<file path="src/rtl/debug_controller.sv">
// UART debug controller: loads instruction memory, runs/steps the pipeline and dumps PC, registers and data memory.
// Optional feature: define DEBUG_CHECKSUM_EN to append an XOR checksum byte after each dump.
module debug_controller #(
    parameter int NB_DATA    = 32,
    parameter int N_BITS     = 8,
    parameter int NB_IM_ADDR = 8,
    parameter int NB_REG     = 5,
    parameter int N_REGS     = 32,
    parameter int NB_DM_ADDR = 5,
    parameter int N_DM_WORDS = 32,
    parameter int NB_STATE   = 10
) (
    input  logic                  i_clock,
    input  logic                  i_reset,
    input  logic [N_BITS-1:0]     i_rx_data,
    input  logic                  i_rx_done,
    input  logic                  i_tx_done,
    input  logic                  i_halt,
    input  logic [NB_DATA-1:0]    i_pc_value,
    input  logic [NB_DATA-1:0]    i_br_data,
    input  logic [NB_DATA-1:0]    i_dm_data,
    output logic                  o_im_write_enable,
    output logic [NB_DATA-1:0]    o_im_data_write,
    output logic [NB_IM_ADDR-1:0] o_im_addr,
    output logic [N_BITS-1:0]     o_tx_data,
    output logic                  o_tx_start,
    output logic [NB_REG-1:0]     o_br_addr,
    output logic [NB_DM_ADDR-1:0] o_dm_addr,
    output logic                  o_dm_read_enable,
    output logic                  o_enable_pipe,
    output logic                  o_debug_unit_load,
    output logic [NB_STATE-1:0]   o_state
);

    localparam int BPW         = NB_DATA / N_BITS;
    localparam int NB_BYTE_IDX = (BPW > 1) ? $clog2(BPW) : 1;
    localparam int NB_CNT      = N_BITS + 1;

    localparam logic [NB_BYTE_IDX-1:0] LAST_BYTE = NB_BYTE_IDX'(BPW - 1);
    localparam logic [NB_REG-1:0]      LAST_REG  = NB_REG'(N_REGS - 1);
    localparam logic [NB_DM_ADDR-1:0]  LAST_DM   = NB_DM_ADDR'(N_DM_WORDS - 1);

    localparam logic [N_BITS-1:0] CMD_LOAD = N_BITS'(8'h4C);
    localparam logic [N_BITS-1:0] CMD_CONT = N_BITS'(8'h43);
    localparam logic [N_BITS-1:0] CMD_STEP = N_BITS'(8'h53);
    localparam logic [N_BITS-1:0] CMD_DUMP = N_BITS'(8'h44);

    typedef enum logic [NB_STATE-1:0] {
        IDLE       = NB_STATE'(1 << 0),
        LOAD_CNT   = NB_STATE'(1 << 1),
        LOAD_BYTE  = NB_STATE'(1 << 2),
        LOAD_WRITE = NB_STATE'(1 << 3),
        RUN        = NB_STATE'(1 << 4),
        STEP       = NB_STATE'(1 << 5),
        DUMP_PC    = NB_STATE'(1 << 6),
        DUMP_REG   = NB_STATE'(1 << 7),
        DUMP_MEM   = NB_STATE'(1 << 8),
        TX_WAIT    = NB_STATE'(1 << 9)
    } state_t;

    typedef enum logic [1:0] {SEL_PC, SEL_REG, SEL_MEM, SEL_CSUM} dump_sel_t;

    state_t                 state;
    dump_sel_t              dump_sel;
    logic [NB_CNT-1:0]      word_count;
    logic [NB_CNT-1:0]      words_done;
    logic [NB_BYTE_IDX-1:0] byte_idx;
    logic [NB_DATA-1:0]     shift;
    logic                   fetched;
    logic [N_BITS-1:0]      csum;

    // Bytes arrive LSB first, so each new byte enters at the top and the word slides down.
    logic [NB_DATA-1:0] load_next;
    logic [NB_DATA-1:0] shift_next;
    assign load_next  = NB_DATA'({i_rx_data, o_im_data_write} >> N_BITS);
    assign shift_next = shift >> N_BITS;

    assign o_state = state;

    always_ff @(posedge i_clock) begin
        if (i_reset) begin
            state             <= IDLE;
            dump_sel          <= SEL_PC;
            word_count        <= '0;
            words_done        <= '0;
            byte_idx          <= '0;
            shift             <= '0;
            fetched           <= 1'b0;
            csum              <= '0;
            o_im_write_enable <= 1'b0;
            o_im_data_write   <= '0;
            o_im_addr         <= '0;
            o_tx_data         <= '0;
            o_tx_start        <= 1'b0;
            o_br_addr         <= '0;
            o_dm_addr         <= '0;
            o_dm_read_enable  <= 1'b0;
            o_enable_pipe     <= 1'b0;
            o_debug_unit_load <= 1'b0;
        end else begin
            // NOTE: later non-blocking assignments override these defaults within the same cycle.
            o_im_write_enable <= 1'b0;
            o_tx_start        <= 1'b0;
            o_debug_unit_load <= 1'b1;

            case (state)
                IDLE: begin
                    if (i_rx_done) begin
                        case (i_rx_data)
                            CMD_LOAD: state <= LOAD_CNT;
                            CMD_CONT, CMD_STEP: begin
                                state             <= (i_rx_data == CMD_CONT) ? RUN : STEP;
                                o_enable_pipe     <= ~i_halt;
                                o_debug_unit_load <= 1'b0;
                            end
                            CMD_DUMP: state <= DUMP_PC;
                            default: ;
                        endcase
                    end
                end

                LOAD_CNT: begin
                    if (i_rx_done) begin
                        word_count <= (i_rx_data == '0) ? NB_CNT'(1 << N_BITS) : {1'b0, i_rx_data};
                        words_done <= '0;
                        byte_idx   <= '0;
                        o_im_addr  <= '0;
                        state      <= LOAD_BYTE;
                    end
                end

                LOAD_BYTE: begin
                    if (i_rx_done) begin
                        o_im_data_write <= load_next;
                        if (byte_idx == LAST_BYTE) begin
                            byte_idx          <= '0;
                            o_im_write_enable <= 1'b1;
                            state             <= LOAD_WRITE;
                        end else begin
                            byte_idx <= byte_idx + 1'b1;
                        end
                    end
                end

                LOAD_WRITE: begin
                    o_im_addr  <= o_im_addr + 1'b1;
                    words_done <= words_done + 1'b1;
                    state      <= (words_done + 1'b1 == word_count) ? IDLE : LOAD_BYTE;
                end

                RUN: begin
                    if (i_halt) begin
                        o_enable_pipe <= 1'b0;
                        state         <= DUMP_PC;
                    end else begin
                        o_enable_pipe     <= 1'b1;
                        o_debug_unit_load <= 1'b0;
                    end
                end

                STEP: begin
                    o_enable_pipe <= 1'b0;
                    state         <= DUMP_PC;
                end

                DUMP_PC: begin
                    shift      <= i_pc_value;
                    o_tx_data  <= i_pc_value[N_BITS-1:0];
                    o_tx_start <= 1'b1;
                    byte_idx   <= '0;
                    csum       <= '0;
                    dump_sel   <= SEL_PC;
                    state      <= TX_WAIT;
                end

                // Memory reads are synchronous: wait one cycle after the address before capturing.
                DUMP_REG, DUMP_MEM: begin
                    if (!fetched) begin
                        fetched <= 1'b1;
                    end else begin
                        fetched    <= 1'b0;
                        shift      <= (state == DUMP_REG) ? i_br_data : i_dm_data;
                        o_tx_data  <= (state == DUMP_REG) ? i_br_data[N_BITS-1:0] : i_dm_data[N_BITS-1:0];
                        o_tx_start <= 1'b1;
                        byte_idx   <= '0;
                        dump_sel   <= (state == DUMP_REG) ? SEL_REG : SEL_MEM;
                        state      <= TX_WAIT;
                    end
                end

                TX_WAIT: begin
                    if (i_tx_done) begin
                        csum <= csum ^ o_tx_data;
                        if (dump_sel == SEL_CSUM) begin
                            state <= IDLE;
                        end else if (byte_idx != LAST_BYTE) begin
                            byte_idx   <= byte_idx + 1'b1;
                            shift      <= shift_next;
                            o_tx_data  <= shift_next[N_BITS-1:0];
                            o_tx_start <= 1'b1;
                        end else begin
                            case (dump_sel)
                                SEL_PC: begin
                                    o_br_addr <= '0;
                                    state     <= DUMP_REG;
                                end
                                SEL_REG: begin
                                    if (o_br_addr == LAST_REG) begin
                                        o_dm_addr        <= '0;
                                        o_dm_read_enable <= 1'b1;
                                        state            <= DUMP_MEM;
                                    end else begin
                                        o_br_addr <= o_br_addr + 1'b1;
                                        state     <= DUMP_REG;
                                    end
                                end
                                default: begin
                                    if (o_dm_addr == LAST_DM) begin
                                        o_dm_read_enable <= 1'b0;
`ifdef DEBUG_CHECKSUM_EN
                                        o_tx_data  <= csum ^ o_tx_data;
                                        o_tx_start <= 1'b1;
                                        dump_sel   <= SEL_CSUM;
`else
                                        state <= IDLE;
`endif
                                    end else begin
                                        o_dm_addr <= o_dm_addr + 1'b1;
                                        state     <= DUMP_MEM;
                                    end
                                end
                            endcase
                        end
                    end
                end

                default: state <= IDLE;
            endcase
        end
    end

endmodule

</file>
<file path="config.mk">
export PLATFORM = sky130hd
export DESIGN_NAME = debug_controller
export DESIGN_NICKNAME = d
export VERILOG_FILES = /design/src/rtl/debug_controller.sv
export SDC_FILE = /design/constraint.sdc
export NUM_CORES = 1
export LEC_CHECK = 0
export ABC_CLOCK_PERIOD_IN_PS = 2600
export CORE_MARGIN = 8
export CORE_UTILIZATION = 45
export CTS_CLUSTER_SIZE = 30
export DETAILED_ROUTE_END_ITERATION = 6
export PLACE_DENSITY = 0.78
export SYNTH_ARGS = -nofsm -noshare
export SYNTH_HDL_FRONTEND = slang
export SYNTH_SLANG_ARGS = --single-unit
</file>
<file path="constraint.sdc">
create_clock -name i_clock -period 2.6 [get_ports i_clock]
set_clock_uncertainty 0.2 [all_clocks]
set_input_delay 0.26 -clock i_clock [delete_from_list [all_inputs] [get_ports i_clock]]
set_output_delay 0.26 -clock i_clock [all_outputs]
set_load 0.02 [all_outputs]
</file>
==> metrics.yaml <==
outcome:
  outcome: "finished, violations left"
  failed_checks: "DRC"
setup_path:
  worst-path-buf-inv: 1
  worstPathRequired_ns: 2.70
  crit_type: "input pin to flop"
  path_common_cell: "nor4_1"
  cp_slowest_cell: "or4b_2"
  critPathTopFamily: "simple AND/OR/NAND/NOR gates"
  start_kind: "input pin"
  crit_chain: "clkdlybuf4s50_1 -> nor4_1 -> and4_1 -> nor4b_1 -> or4b_2 -> nor4_1 -> a22oi_1"
  crit_arrival_ns: 2.62
  cp-end-kind: "flop"
  crit_path_max_incr_delay_ns: 0.69
  crit_path_max_fanout: 2
power:
  clockPowerShare: 0.473
  p_leak_nw: 3.169
  max-vdd-ir-drop_uv: 430.2
  power_mw: 4.939
  powerDensity_nw_per_um2: 550.1
  p_int_mw: 3.683
  p_seq_frac: 0.377
  swShare: 0.2543
  p_comb_frac: 0.149
  p_switching_mw: 1.256
yosys:
  async_reset_ff_frac: 0
  syn-cell-area_um2: 6140
  syn_nets: 868
  synth_edf_count: 0
  ys_types: 60
  avgSynthCellArea_um2: 8.164
  synthCells: 752
  synth_ff_type: "dfxtp_1"
  yosys_register_bits: 120
  ys_seq_area_frac: 0.3913
  yosysWarnings: 0
floorplanning:
  die_y_um: 132.8
  ios: 182
  core-area_um2: 13300
  start_util: 0.4618
  die_w_um: 132.8
  num_rows: 42
  dieArea_um2: 17640
job:
  drv_cap: 0
drt:
  vias: 6450
  wire_per_inst_um: 17.62
  drc: 1
  wirelength_mm: 20.01
  drt_pass1_iterations: 7
  ant_nets: 0
  vias_per_cell: 5.678
  drt-initial-drc-count: 698
clock_network:
  insertion_delay_ns: 0.42
  cts_made_buffers: 17
  cts_root_buffer: "clkbuf_16"
  cts_buffer_depth: 2
  hold_buffers: 0
  path_clk_slew_ns: 0.06
  htreeDepth: 4
  tritoncts: "done"
  cts.sinks: 120
placed_design:
  preCtsSetupSlack_ns: -0.2404
  gp_congestion: 0.9317
  post-dp-hpwl_mm: 14.20
  io_buffers: 181
timing:
  drv_slew: 0
  achievable-frequency_ghz: 0.3982
  worst_slew_pin_slew_ns: 0.6015
  hold_viol_final: 0
  maxSlewHeadroom: 0.5887
  finalCritPeriodShare: 0.9659
  worst_slack_ns: 0.08861
  finalCriticalPeriod_ns: 2.511
  finalSetupViolations: 0
cells_and_area:
  regArea_um2: 2402
  final_common_cell: "clkdlybuf4s50_1"
  multi_input_area_um2: 3386
  layout_common_cells: "180 x clkdlybuf4s50_1, 125 x nand2_1, 120 x dfxtp_1"
  area_growth_pct: 46.24
  n_fill_cell: 1110
  num_antenna_cells: 0
  drive_above_1_share: 0.1219
  nets: 1063
hold_path:
  hold_class: "input pin to flop"
grt:
  gr-total-overflow: 0
  grt_max_degree: 53
  grt_usage: 0.2267
  grt_pass1_vias: 6261
  grt_pass1_wl_mm: 32.90
  antenna_found_initial: 0
[registers in the layout, summed over array words and instances, names as in the netlist, 2 cells and up]
register,cells
word_count,9
o_im_data_write,32
shift,25
o_br_addr,5
words_done,9
o_state,10
byte_idx,2
o_dm_addr,5
dump_sel,2
o_im_addr,8
o_tx_data,7
[kinds of logic after synthesis]
family,after synthesis,share of synthesized area
AND/OR/NAND/NOR,333,0.2680
AO/OA/AOI/OAI,184,0.2060
XOR/XNOR,24,0.03424
multiplexers,12,0.01956
adder cells (fa/ha/maj),7,0.01426
buffers and inverters,72,0.06664
flip-flops,120,0.3913
[path summary, 6_finish.rpt]
check / start / end / slack [ns] / cells past startpoint
setup reg to reg: o_state[4]$_SDFFE_PP0P_ / o_state[0]$_SDFFE_PP1P_ / 0.11 / 7
hold / removal: i_reset / dump_sel[1]$_SDFFE_PP0P_ / 0.12 / 2
setup / recovery: i_rx_data[5] / o_state[0]$_SDFFE_PP1P_ / 0.09 / 7
hold reg to reg: o_im_data_write[6]$_SDFFE_PP0P_ / o_im_data_write[6]$_SDFFE_PP0P_ / 0.25 / 2
[repair_timing]
item	CTS	global route
setup endpoints to repair	0	36
buffers inserted	0	2
gates resized for setup	0	7
[metal layers]
layer / vias to the layer above / share of wire / GRT usage / wire length [um]
li1: 3138 / - / - / -
met3: 22 / 0.078 / 0.07040 / 1565
met2: 237 / 0.48 / 0.3682 / 9631
met4: 0 / 0.011 / 0.06372 / 224
met1: 3053 / 0.43 / 0.2822 / 8593
met5: - / 0 / 0 / 0
[synth_stat cells (3+ instances only)]
library cell | count | area [um2]
dfxtp_1 | 120 | 2402
a31oi_1 | 3 | 18.77
inv_1 | 4 | 15.01
nand3b_1 | 4 | 30.03
or3_1 | 7 | 43.79
and3_1 | 12 | 75.07
nor4_1 | 7 | 43.79
and2_1 | 5 | 31.28
xnor2_1 | 10 | 87.58
o211ai_1 | 4 | 30.03
a31o_2 | 3 | 26.28
buf_6 | 8 | 90.09
nor3_1 | 19 | 95.09
buf_4 | 14 | 105.1
mux2i_1 | 12 | 120.1
nand4b_1 | 3 | 26.28
nand2b_1 | 4 | 25.02
o21ai_0 | 16 | 80.08
or4_1 | 4 | 30.03
ha_1 | 7 | 87.58
and4_1 | 4 | 35.03
nand4_1 | 11 | 68.82
nand2_1 | 125 | 469.2
nor2_1 | 85 | 319.1
xor2_1 | 14 | 122.6
nand3_1 | 13 | 65.06
a222oi_1 | 24 | 240.2
nor4b_1 | 3 | 26.28
a311oi_1 | 24 | 210.2
a211oi_1 | 14 | 105.1
clkbuf_1 | 24 | 90.09
nor2b_1 | 3 | 18.77
nor3b_1 | 9 | 67.56
buf_2 | 21 | 105.1
a22oi_1 | 6 | 45.04
a21oi_1 | 75 | 375.4
[worst register-to-register path, stage by stage, from the launching register on]
cell	delay [ns]
dfxtp_1	0.35
buf_4	0.19
nor3b_1	0.15
o211a_1	0.21
a31oi_1	0.21
or4b_2	0.64
nor4_1	0.30
a22oi_1	0.13
[area by class of cell]
cell class	instances	area share
Inverter	5	0.002090
Timing Repair Buffer	243	0.2631
Clock inverter	13	0.01630
Tap cell	176	0.02453
Multi-Input combinational cell	560	0.3771
Clock buffer	19	0.04933
Sequential cell	120	0.2676
[metrics by stage]
step	setup TNS, ns	hold slack (ns)	util	area [um2]	std cells
2_1_floorplan	0	0.1718	-	6140	752
3_3_place_gp	-0.5956	0.2416	0.6266	8330	1102
3_5_place_dp	-0.6920	0.2462	0.6266	8330	1102
4_1_cts	0	0.1084	0.6709	8920	1134
5_1_grt	-0.0006057	0.1516	0.6753	8979	1136
6_report	0	0.1212	0.6753	8979	1136
[power groups by stage]
| stage | registers [mW] | clock network (mW) | logic [mW] |
|---|---|---|---|
| after floorplan | 1.93 | 0 | 0.322 |
| after global placement | 1.90 | 0 | 0.711 |
| after detailed placement | 1.90 | 0 | 0.715 |
| after CTS | 1.86 | 2.37 | 0.721 |
| after global routing | 1.86 | 2.46 | 0.795 |
| final | 1.86 | 2.34 | 0.737 |
(Power assumes the default switching activity.)
